[src/rtl/rf_wb_queue_if.sv]
// Bundle of every signal between the register-file write-back queue and its
// surroundings: producers A/B, the register-file write port, the forwarding
// lookup and the occupancy count.
//
// Handshake rule for both producers: a request is transferred on a rising clk
// edge where valid and ready are both high. The producer keeps valid, addr and
// data stable until that edge. ready may depend on valid combinationally
// (b_ready is low whenever a_valid is high).
interface rf_wb_queue_if #(
  parameter int DEPTH = 4,
  parameter int AW    = 5,
  parameter int DW    = 32
);
  // producer A (ALU)
  logic                    a_valid;
  logic                    a_ready;
  logic [AW-1:0]           a_addr;
  logic [DW-1:0]           a_data;
  // producer B (load unit)
  logic                    b_valid;
  logic                    b_ready;
  logic [AW-1:0]           b_addr;
  logic [DW-1:0]           b_data;
  // register-file write port
  logic                    wr_stall;
  logic                    wr_en;
  logic [AW-1:0]           wr_addr;
  logic [DW-1:0]           wr_data;
  // forwarding lookup
  logic [AW-1:0]           lk_addrA;
  logic [AW-1:0]           lk_addrB;
  logic                    fwd_hitA;
  logic [DW-1:0]           fwd_dataA;
  logic                    fwd_hitB;
  logic [DW-1:0]           fwd_dataB;
  // occupancy
  logic [$clog2(DEPTH):0]  count;

  // Producer / environment side
  modport master (
    output a_valid, a_addr, a_data,
    output b_valid, b_addr, b_data,
    output wr_stall, lk_addrA, lk_addrB,
    input  a_ready, b_ready,
    input  wr_en, wr_addr, wr_data,
    input  fwd_hitA, fwd_dataA, fwd_hitB, fwd_dataB,
    input  count
  );

  // Queue side
  modport slave (
    input  a_valid, a_addr, a_data,
    input  b_valid, b_addr, b_data,
    input  wr_stall, lk_addrA, lk_addrB,
    output a_ready, b_ready,
    output wr_en, wr_addr, wr_data,
    output fwd_hitA, fwd_dataA, fwd_hitB, fwd_dataB,
    output count
  );
endinterface

[src/rtl/rf_wb_queue.sv]
// Write-back queue in front of the register file's single write port.
// Two producers (A has fixed priority) push into a DEPTH-entry circular FIFO;
// the head drains into the register file whenever the port is not stalled.
// Writes to x0 complete the handshake but are discarded. A forwarding lookup
// returns the youngest pending value for two read addresses.
module rf_wb_queue #(
  parameter int DEPTH = 4,
  parameter int AW    = 5,
  parameter int DW    = 32
) (
  input  logic         clk,
  input  logic         nrst,
  rf_wb_queue_if.slave bus
);

  localparam int PW = $clog2(DEPTH);
  localparam int CW = PW + 1;

  // storage and bookkeeping
  logic [AW-1:0]    addr_q [DEPTH];
  logic [DW-1:0]    data_q [DEPTH];
  logic [DEPTH-1:0] valid_q, valid_d;
  logic [PW-1:0]    rd_ptr_q, rd_ptr_d;
  logic [PW-1:0]    wr_ptr_q, wr_ptr_d;
  logic [CW-1:0]    count_q, count_d;

  // handshake / control
  logic          pop;
  logic          space;
  logic          a_fire;
  logic          b_fire;
  logic          push;
  logic [AW-1:0] push_addr;
  logic [DW-1:0] push_data;

  // forwarding results
  logic          hit_a, hit_b;
  logic [DW-1:0] fdata_a, fdata_b;

  // Control: pop when non-empty and port free; a full queue still accepts
  // when the head leaves in the same cycle.
  always_comb begin
    pop       = (count_q != '0) & ~bus.wr_stall;
    space     = (count_q < CW'(DEPTH)) | pop;
    a_fire    = bus.a_valid & space;
    b_fire    = bus.b_valid & space & ~bus.a_valid;
    push_addr = bus.a_valid ? bus.a_addr : bus.b_addr;
    push_data = bus.a_valid ? bus.a_data : bus.b_data;
    push      = (a_fire | b_fire) & (push_addr != '0);
  end

  // Next-state for pointers, count and valid bits. Pop clears before push
  // sets, so a full-queue pop+push reusing the head slot leaves it valid.
  always_comb begin
    rd_ptr_d = rd_ptr_q + {{(PW-1){1'b0}}, pop};
    wr_ptr_d = wr_ptr_q + {{(PW-1){1'b0}}, push};
    count_d  = count_q + {{PW{1'b0}}, push} - {{PW{1'b0}}, pop};
    valid_d  = valid_q;
    if (pop)  valid_d[rd_ptr_q] = 1'b0;
    if (push) valid_d[wr_ptr_q] = 1'b1;
  end

  // Bookkeeping registers; reset drops every queued entry.
  always_ff @(posedge clk or negedge nrst) begin
    if (!nrst) begin
      rd_ptr_q <= '0;
      wr_ptr_q <= '0;
      count_q  <= '0;
      valid_q  <= '0;
    end else begin
      rd_ptr_q <= rd_ptr_d;
      wr_ptr_q <= wr_ptr_d;
      count_q  <= count_d;
      valid_q  <= valid_d;
    end
  end

  // Entry payload; only meaningful while the matching valid bit is set.
  always_ff @(posedge clk) begin
    if (push) begin
      addr_q[wr_ptr_q] <= push_addr;
      data_q[wr_ptr_q] <= push_data;
    end
  end

  // Forwarding: walk entries oldest to youngest so the youngest match wins.
  always_comb begin
    logic [PW-1:0] idx;
    idx     = '0;
    hit_a   = 1'b0;
    hit_b   = 1'b0;
    fdata_a = '0;
    fdata_b = '0;
    for (int k = 0; k < DEPTH; k++) begin
      idx = rd_ptr_q + PW'(k);
      if (valid_q[idx] && (bus.lk_addrA != '0) && (addr_q[idx] == bus.lk_addrA)) begin
        hit_a   = 1'b1;
        fdata_a = data_q[idx];
      end
      if (valid_q[idx] && (bus.lk_addrB != '0) && (addr_q[idx] == bus.lk_addrB)) begin
        hit_b   = 1'b1;
        fdata_b = data_q[idx];
      end
    end
  end

  assign bus.a_ready   = space;
  assign bus.b_ready   = space & ~bus.a_valid;
  assign bus.wr_en     = pop;
  assign bus.wr_addr   = addr_q[rd_ptr_q];
  assign bus.wr_data   = data_q[rd_ptr_q];
  assign bus.fwd_hitA  = hit_a;
  assign bus.fwd_dataA = fdata_a;
  assign bus.fwd_hitB  = hit_b;
  assign bus.fwd_dataB = fdata_b;
  assign bus.count     = count_q;

endmodule
[src/flat_wrapper.sv]
// flat-port wrapper written by rule: the top's interface ports become plain ports
module rf_wb_queue_flat 
#(
  parameter int DEPTH = 4,
  parameter int AW    = 5,
  parameter int DW    = 32
)
  (clk, nrst, bus_a_valid, bus_a_addr, bus_a_data, bus_b_valid, bus_b_addr, bus_b_data, bus_wr_stall, bus_lk_addrA, bus_lk_addrB, bus_a_ready, bus_b_ready, bus_wr_en, bus_wr_addr, bus_wr_data, bus_fwd_hitA, bus_fwd_dataA, bus_fwd_hitB, bus_fwd_dataB, bus_count);
  rf_wb_queue_if #(.DEPTH(DEPTH), .AW(AW), .DW(DW)) bus_i ();
  input  logic clk;
  input  logic nrst;
  input wire logic [$bits(bus_i.a_valid)-1:0] bus_a_valid;
  input wire logic [$bits(bus_i.a_addr)-1:0] bus_a_addr;
  input wire logic [$bits(bus_i.a_data)-1:0] bus_a_data;
  input wire logic [$bits(bus_i.b_valid)-1:0] bus_b_valid;
  input wire logic [$bits(bus_i.b_addr)-1:0] bus_b_addr;
  input wire logic [$bits(bus_i.b_data)-1:0] bus_b_data;
  input wire logic [$bits(bus_i.wr_stall)-1:0] bus_wr_stall;
  input wire logic [$bits(bus_i.lk_addrA)-1:0] bus_lk_addrA;
  input wire logic [$bits(bus_i.lk_addrB)-1:0] bus_lk_addrB;
  output wire logic [$bits(bus_i.a_ready)-1:0] bus_a_ready;
  output wire logic [$bits(bus_i.b_ready)-1:0] bus_b_ready;
  output wire logic [$bits(bus_i.wr_en)-1:0] bus_wr_en;
  output wire logic [$bits(bus_i.wr_addr)-1:0] bus_wr_addr;
  output wire logic [$bits(bus_i.wr_data)-1:0] bus_wr_data;
  output wire logic [$bits(bus_i.fwd_hitA)-1:0] bus_fwd_hitA;
  output wire logic [$bits(bus_i.fwd_dataA)-1:0] bus_fwd_dataA;
  output wire logic [$bits(bus_i.fwd_hitB)-1:0] bus_fwd_hitB;
  output wire logic [$bits(bus_i.fwd_dataB)-1:0] bus_fwd_dataB;
  output wire logic [$bits(bus_i.count)-1:0] bus_count;
  assign bus_i.a_valid = bus_a_valid;
  assign bus_i.a_addr = bus_a_addr;
  assign bus_i.a_data = bus_a_data;
  assign bus_i.b_valid = bus_b_valid;
  assign bus_i.b_addr = bus_b_addr;
  assign bus_i.b_data = bus_b_data;
  assign bus_i.wr_stall = bus_wr_stall;
  assign bus_i.lk_addrA = bus_lk_addrA;
  assign bus_i.lk_addrB = bus_lk_addrB;
  assign bus_a_ready = bus_i.a_ready;
  assign bus_b_ready = bus_i.b_ready;
  assign bus_wr_en = bus_i.wr_en;
  assign bus_wr_addr = bus_i.wr_addr;
  assign bus_wr_data = bus_i.wr_data;
  assign bus_fwd_hitA = bus_i.fwd_hitA;
  assign bus_fwd_dataA = bus_i.fwd_dataA;
  assign bus_fwd_hitB = bus_i.fwd_hitB;
  assign bus_fwd_dataB = bus_i.fwd_dataB;
  assign bus_count = bus_i.count;
  rf_wb_queue #(.DEPTH(DEPTH), .AW(AW), .DW(DW)) u_core (.clk(clk), .nrst(nrst), .bus(bus_i));
endmodule
[config.mk]
export PLATFORM = sky130hd
export DESIGN_NAME = rf_wb_queue_flat
export DESIGN_NICKNAME = d
export VERILOG_FILES = /design/src/rtl/rf_wb_queue_if.sv /design/src/rtl/rf_wb_queue.sv /design/src/flat_wrapper.sv
export SDC_FILE = /design/constraint.sdc
export NUM_CORES = 1
export LEC_CHECK = 0
export CAP_MARGIN = 20
export CORE_MARGIN = 4
export CORE_UTILIZATION = 55
export CTS_CLUSTER_DIAMETER = 200
export DETAILED_ROUTE_END_ITERATION = 10
export GPL_ROUTABILITY_DRIVEN = 0
export PLACE_DENSITY = 0.82
export SETUP_SLACK_MARGIN = 0.4
export SLEW_MARGIN = 20
export SYNTH_ARGS = -nofsm -noshare
export SYNTH_HDL_FRONTEND = slang
export SYNTH_SLANG_ARGS = --single-unit
[constraint.sdc]
create_clock -name clk -period 11.6 [get_ports clk]
set_input_delay 2.32 -clock clk [delete_from_list [all_inputs] [get_ports clk]]
set_output_delay 2.32 -clock clk [all_outputs]
set_load 0.05 [all_outputs]
==> impl_metrics.json, run 1 <==
{
  "status": "completed",
  "htree_levels": 4,
  "dpl.hpwl_um": 21660,
  "end_kind": "primary output",
  "relSlewSlack_pct": 31.67,
  "rsz0062_at_grt": "false",
  "finalCriticalPeriod_ns": 8.595,
  "fin_crit_sh_pct": 74.09,
  "synth_area_leaders": "edfxtp_1, mux4_2, mux2_2, mux2i_1, o221a_1",
  "arrival_ns": 6.27,
  "synth_fa_ha_area_share_pct": 1.007,
  "avgSynthCellArea_um2": 14.37,
  "yosysWarnings": 0,
  "clockBufferDepth": 2,
  "vias": 8899,
  "synth_mux_area_share_pct": 35.48,
  "area_growth_pct": 22.24,
  "layout-drive-gt1-share_pct": 26.51,
  "skew_ns": 0.009391,
  "die_area_um2": 24100,
  "grt_pass1_vias": 8886,
  "wl_met2_um": 16540,
  "tns_ns": 0,
  "clk_pin_slew_worst_paths_ns": 0.06,
  "yosys-top-cells-count": "edfxtp_1, mux4_2, nand2_1",
  "path_max_fanout": 66,
  "die_h_um": 155.3,
  "synth-edff-count": 148,
  "grt.overflow.total": 0,
  "synth.most_common_cell": "edfxtp_1",
  "yosysTopAreaCell": "edfxtp_1",
  "die_w_um": 155.3,
  "hold_path_class": "flop to flop",
  "post-route-drc-count": 0,
  "numCtsBuffers": 17,
  "antenna_found_initial": 0,
  "top_layer_used": "met4",
  "wl_met3_um": 3284,
  "drt-vias-per-instance": 7.024,
  "ys_seq_area_share_pct": 39.58,
  "initialDrtViolationCount": 919,
  "antenna_cells": 0,
  "cts_tree": "done",
  "ys_ff_latch": 159,
  "synth_top_area_share_pct": 37.27,
  "hold_depth": 1,
  "tightest_slew_ns": 1.025,
  "ys.flop_type": "edfxtp_1",
  "synth.distinct_cells": 55,
  "worstPathRequired_ns": 9.28,
  "grt_max_degree": 67,
  "synth_compound_area_share_pct": 9.275,
  "grt_usage_pct": 27.14,
  "synth-simple-area-share_pct": 6.222,
  "rr_worst_depth": 5,
  "synth_cells": 830,
  "ant_nets": 0,
  "core_area_um2": 21150,
  "cts.hold.buffers_added": 0,
  "first_pass_iters": 5,
  "num_rows": 53,
  "hold_viol": 0,
  "drv_cap": 0,
  "grt_pass1_wl_um": 50470,
  "syn_area_um2": 11930,
  "io_pins": 198,
  "start_util_pct": 56.37,
  "cts_setup_buffers": 0,
  "yosys.area_share.xor_xnor_pct": 3.085,
  "path_class": "primary input to primary output",
  "port_buffers": 197,
  "ys_async_sr_fraction_pct": 6.918,
  "clockRootBuffer": "clkbuf_16",
  "clkLatencyLatePin_ns": 0.42,
  "routed_wl_um": 32610,
  "synth_top_family_by_area": "multiplexers",
  "fin_nets": 1077,
  "fmax_mhz": 116.4,
  "wire_per_inst_um": 25.74,
  "fillCellCount": 1461,
  "synth_nets": 928,
  "drt-met1-wl_um": 12010,
  "final-setup-viol-count": 0,
  "cts_resized": 0,
  "numClockSinks": 159,
  "cp-start-kind": "primary input",
  "drv_slew": 0
}
[state kept, by name, indices dropped and copies added (netlist names)]
signal and count:
u_core.valid_q 4, u_core.bus.count 3, u_core.rd_ptr_q 2, u_core.addr_q 20, u_core.wr_ptr_q 2, u_core.data_q 128
[path summary, 6_finish.rpt]
check,start,endpoint,slack [ns]
max in group asynchronous,nrst,u_core.rd_ptr_q[1],8.95
worst min register to register,u_core.valid_q[0],u_core.valid_q[0],0.56
worst max register to register,u_core.bus.count[2],u_core.data_q[1][31],9.21
worst max-delay path,bus_lk_addrA[1],bus_fwd_dataA[5],3.01
min in group asynchronous,nrst,u_core.bus.count[0],2.25
worst min-delay path,u_core.valid_q[0],u_core.valid_q[0],0.56
[cells by family after synthesis]
family          count (synthesis)
flops                         159
simple gates                  152
mux                           224
buf+inv                       130
compound gates                114
xor+xnor                       42
fa+ha+maj                       9
[layout make-up]
type / count / area [um2] / share of cell area (%)
Multi-Input combinational cell: 541 / 6625 / 45.45
Sequential cell: 159 / 4727 / 32.43
Timing Repair Buffer: 215 / 2102 / 14.42
Clock buffer: 17 / 425.4 / 2.918
Tap cell: 275 / 344.1 / 2.360
Clock inverter: 15 / 185.2 / 1.270
Inverter: 45 / 168.9 / 1.159
[worst max-delay path, cell delays in order]
cell and delay (ns):
clkdlybuf4s50_1 0.56, inv_1 0.13, a221oi_1 0.35, o211ai_1 0.16
or4_4 0.76, nand2b_1 0.42, buf_4 0.39, o221a_1 0.31
clkdlybuf4s50_1 0.82
[cell usage in the layout (no fill, tap or decap), drive strengths merged, types with 6 or more instances in the layout]
cell type,netlist,layout
buf,52,19
clkbuf,33,17
clkdlybuf4s50,0,196
dfrtp,11,11
edfxtp,148,148
ha,8,8
inv,45,49
mux2,40,40
mux2i,32,32
mux4,152,152
nand2,66,66
nand3,37,37
nand4,6,6
nor2,14,14
nor3,8,8
o2111ai,28,28
o211ai,7,7
o221a,28,28
o221ai,25,25
xnor2,32,32
xor2,10,10
[layer usage]
metal / up-vias / track usage, %
met5: - / 0
met4: 0 / 8.920
met3: 77 / 5.675
met2: 579 / 44.77
met1: 4475 / 36.47
li1: 3768 / -
[per-stage QoR]
stage | hold slack [ns] | utilization, % | worst slack (ns) | cells | cell area [um2]
global placement | 0.5170 | 66.03 | 3.205 | 1235 | 13970
CTS | 0.5646 | 68.91 | 2.957 | 1267 | 14580
global route | 0.5896 | 68.91 | 2.632 | 1267 | 14580
floorplan | 0.4845 | - | 4.743 | 830 | 11930
finish | 0.5641 | 68.91 | 3.005 | 1267 | 14580
detailed placement | 0.5346 | 66.03 | 3.050 | 1235 | 13970
Power of run 1 is not shown: default switching activity piles up to over one toggle a cycle in this logic, so the estimate is an artifact.
==> inputs of run 2 (changes only) <==
--- a/config.mk
+++ b/config.mk
@@ -7,11 +7,11 @@
 export LEC_CHECK = 0
 export CAP_MARGIN = 20
 export CORE_MARGIN = 4
-export CORE_UTILIZATION = 55
+export CORE_UTILIZATION = 50
 export CTS_CLUSTER_DIAMETER = 200
 export DETAILED_ROUTE_END_ITERATION = 10
 export GPL_ROUTABILITY_DRIVEN = 0
-export PLACE_DENSITY = 0.82
+export PLACE_DENSITY = 0.79
 export SETUP_SLACK_MARGIN = 0.4
 export SLEW_MARGIN = 20
 export SYNTH_ARGS = -nofsm -noshare
==> constraint.sdc (replaced) <==
create_clock -name clk -period 7.2 [get_ports clk]
set_input_delay 1.44 -clock clk [delete_from_list [all_inputs] [get_ports clk]]
set_output_delay 1.44 -clock clk [all_outputs]
set_load 0.05 [all_outputs]
==> run 2 against run 1 <==
Against the previous run: cell count rose by 3.8%; register-to-register slack lost 4.4 ns; sequential cell count did not move; critical path depth rose by 1; sequential share of layout area fell by 1.3 points; via count grew 0.55%; worst hold slack lost 0.022 ns; non-clock buffer count increased by 4; critical path type is now flop to primary output; largest cell class unchanged.
==> impl_metrics.json, run 2 (same netlist as run 1, synthesis figures left out) <==
{
  "status": "completed",
  "clockRootBuffer": "clkbuf_16",
  "post-route-drc-count": 0,
  "hold_path_class": "flop to flop",
  "antenna_cells": 0,
  "die_w_um": 162.4,
  "ant_nets": 0,
  "initialDrtViolationCount": 855,
  "reg2reg_from": "u_core.bus.count[1]",
  "die_h_um": 162.4,
  "grt.overflow.total": 0,
  "antenna_found_initial": 0,
  "reg_top3": "u_core.data_q (128), u_core.addr_q (20), u_core.valid_q (4)",
  "crit_chain": "inv_1, ha_4, mux2_2, a221oi_1, o211ai_1, or4_4, buf_4, and2_1, a22oi_1, clkdlybuf4s50_1",
  "hold_viol": 0,
  "start_util_pct": 50.80,
  "relSlewSlack_pct": 36.56,
  "fin_crit_sh_pct": 88.13,
  "path_class": "flop to primary output",
  "finalCriticalPeriod_ns": 6.345,
  "grt_pass1_vias": 8974,
  "crit_end": "bus_fwd_dataA[31]",
  "path_max_fanout": 65,
  "clockBufferDepth": 2,
  "drv_slew": 0,
  "wire_per_inst_um": 25.00,
  "area_growth_pct": 27.54,
  "fillCellCount": 1643,
  "htree_levels": 4,
  "arrival_ns": 4.91,
  "fin_area_um2": 15210,
  "layout_commonest_cell": "edfxtp_1",
  "grt_usage_pct": 25.00,
  "cp_slowest_cell": "clkdlybuf4s50_1",
  "tightest_slew_ns": 0.9515,
  "worstPathRequired_ns": 5.76,
  "tns_ns": 0,
  "numCtsBuffers": 17,
  "layout-drive-gt1-share_pct": 32.63,
  "vias": 8948,
  "fin_nets": 1081,
  "worstReg2RegEnd": "u_core.bus.count[2]",
  "grt_max_degree": 157,
  "mostFrequentLayoutCells": "edfxtp_1, mux4_2, clkdlybuf4s50_1",
  "io_pins": 198,
  "num_rows": 56,
  "rr_worst_depth": 9,
  "drt-vias-per-instance": 6.805,
  "end_kind": "primary output",
  "largest_reg_flops": 128,
  "crit_path_max_incr_delay_ns": 0.83,
  "core_area_um2": 23470,
  "port_buffers": 197,
  "rrSetupSlack_ns": 4.82,
  "dpl.hpwl_um": 21650,
  "rsz0062_at_grt": "false",
  "clkLatencyLatePin_ns": 0.44,
  "die_area_um2": 26390,
  "final-setup-viol-count": 0,
  "dpl_cell_area_um2": 14530,
  "routed_wl_um": 32880,
  "drv_cap": 0,
  "numClockSinks": 159,
  "clk_pin_slew_worst_paths_ns": 0.06,
  "cts_tree": "done",
  "cp-start-kind": "flop",
  "fmax_mhz": 157.6,
  "grt_pass1_wl_um": 50830,
  "first_pass_iters": 5,
  "largest_register": "u_core.data_q",
  "crit_start": "u_core.rd_ptr_q[1]",
  "skew_ns": 0.008639
}
==> run 2: changes by cell type in the layout (fill, tap and decap cells not counted) <==
cell	change
clkdlybuf4s50_1	-58
buf_12	+52
buf_4	+9
inv_6	+3
clkinv_4	-2
and2_2	-1
and2_4	+1
buf_16	+1
bufinv_16	+1
clkinvlp_4	-1
inv_8	-1
==> run 2: repair_timing <==
action | 4_1_cts | 5_1_grt
hold buffers | 0 | 0
setup endpoints to repair | 0 | 1
resized for setup | 0 | 0
setup buffers | 0 | 1
==> run 2: final cells by class <==
| type | count | area, um2 | area share [%] |
|---|---|---|---|
| Tap cell | 319 | 399.1 | 2.624 |
| Sequential cell | 159 | 4727 | 31.08 |
| Timing Repair Buffer | 219 | 2658 | 17.47 |
| Clock inverter | 15 | 205.2 | 1.349 |
| Multi-Input combinational cell | 541 | 6626 | 43.57 |
| Inverter | 45 | 168.9 | 1.111 |
| Clock buffer | 17 | 425.4 | 2.797 |
==> run 2: worst min-delay path by stage <==
stage / startpoint / end / depth (start not counted)
finish: u_core.wr_ptr_q[1] / u_core.wr_ptr_q[1] / 1
global route: u_core.wr_ptr_q[1] / u_core.wr_ptr_q[1] / 1
CTS: u_core.wr_ptr_q[1] / u_core.wr_ptr_q[1] / 1
detailed placement: u_core.wr_ptr_q[1] / u_core.wr_ptr_q[1] / 1
global placement: u_core.valid_q[2] / u_core.valid_q[2] / 1
floorplan: u_core.wr_ptr_q[1] / u_core.wr_ptr_q[1] / 1
==> run 2: per-stage QoR <==
step	std cells	hold slack [ns]	util [%]	setup WS (ns)
floorplan	830	0.4845	-	1.230
global route	1315	0.5885	64.80	0.5947
detailed placement	1281	0.5226	61.90	1.020
global placement	1281	0.5166	61.90	1.088
finish	1315	0.5421	64.80	0.8549
CTS	1313	0.5329	64.59	0.6240
==> run 2: layer usage <==
layer	vias to the layer above	track usage, %	routed length (um)
met5	-	0	0
met4	0	10.34	1025
met3	76	4.379	2926
met2	505	42.71	16940
met1	4602	31.80	11990
li1	3765	-	-
==> run 2: critical path: cells and delay by family (launching register included) <==
| kind | cells | cell delay (ns) |
|---|---|---|
| compound gates | 3 | 0.63 |
| fa+ha+maj | 1 | 0.52 |
| buf+inv | 3 | 1.38 |
| flops | 1 | 0.76 |
| mux | 1 | 0.38 |
| simple gates | 2 | 0.76 |
Power of run 2 is left out for the same reason.
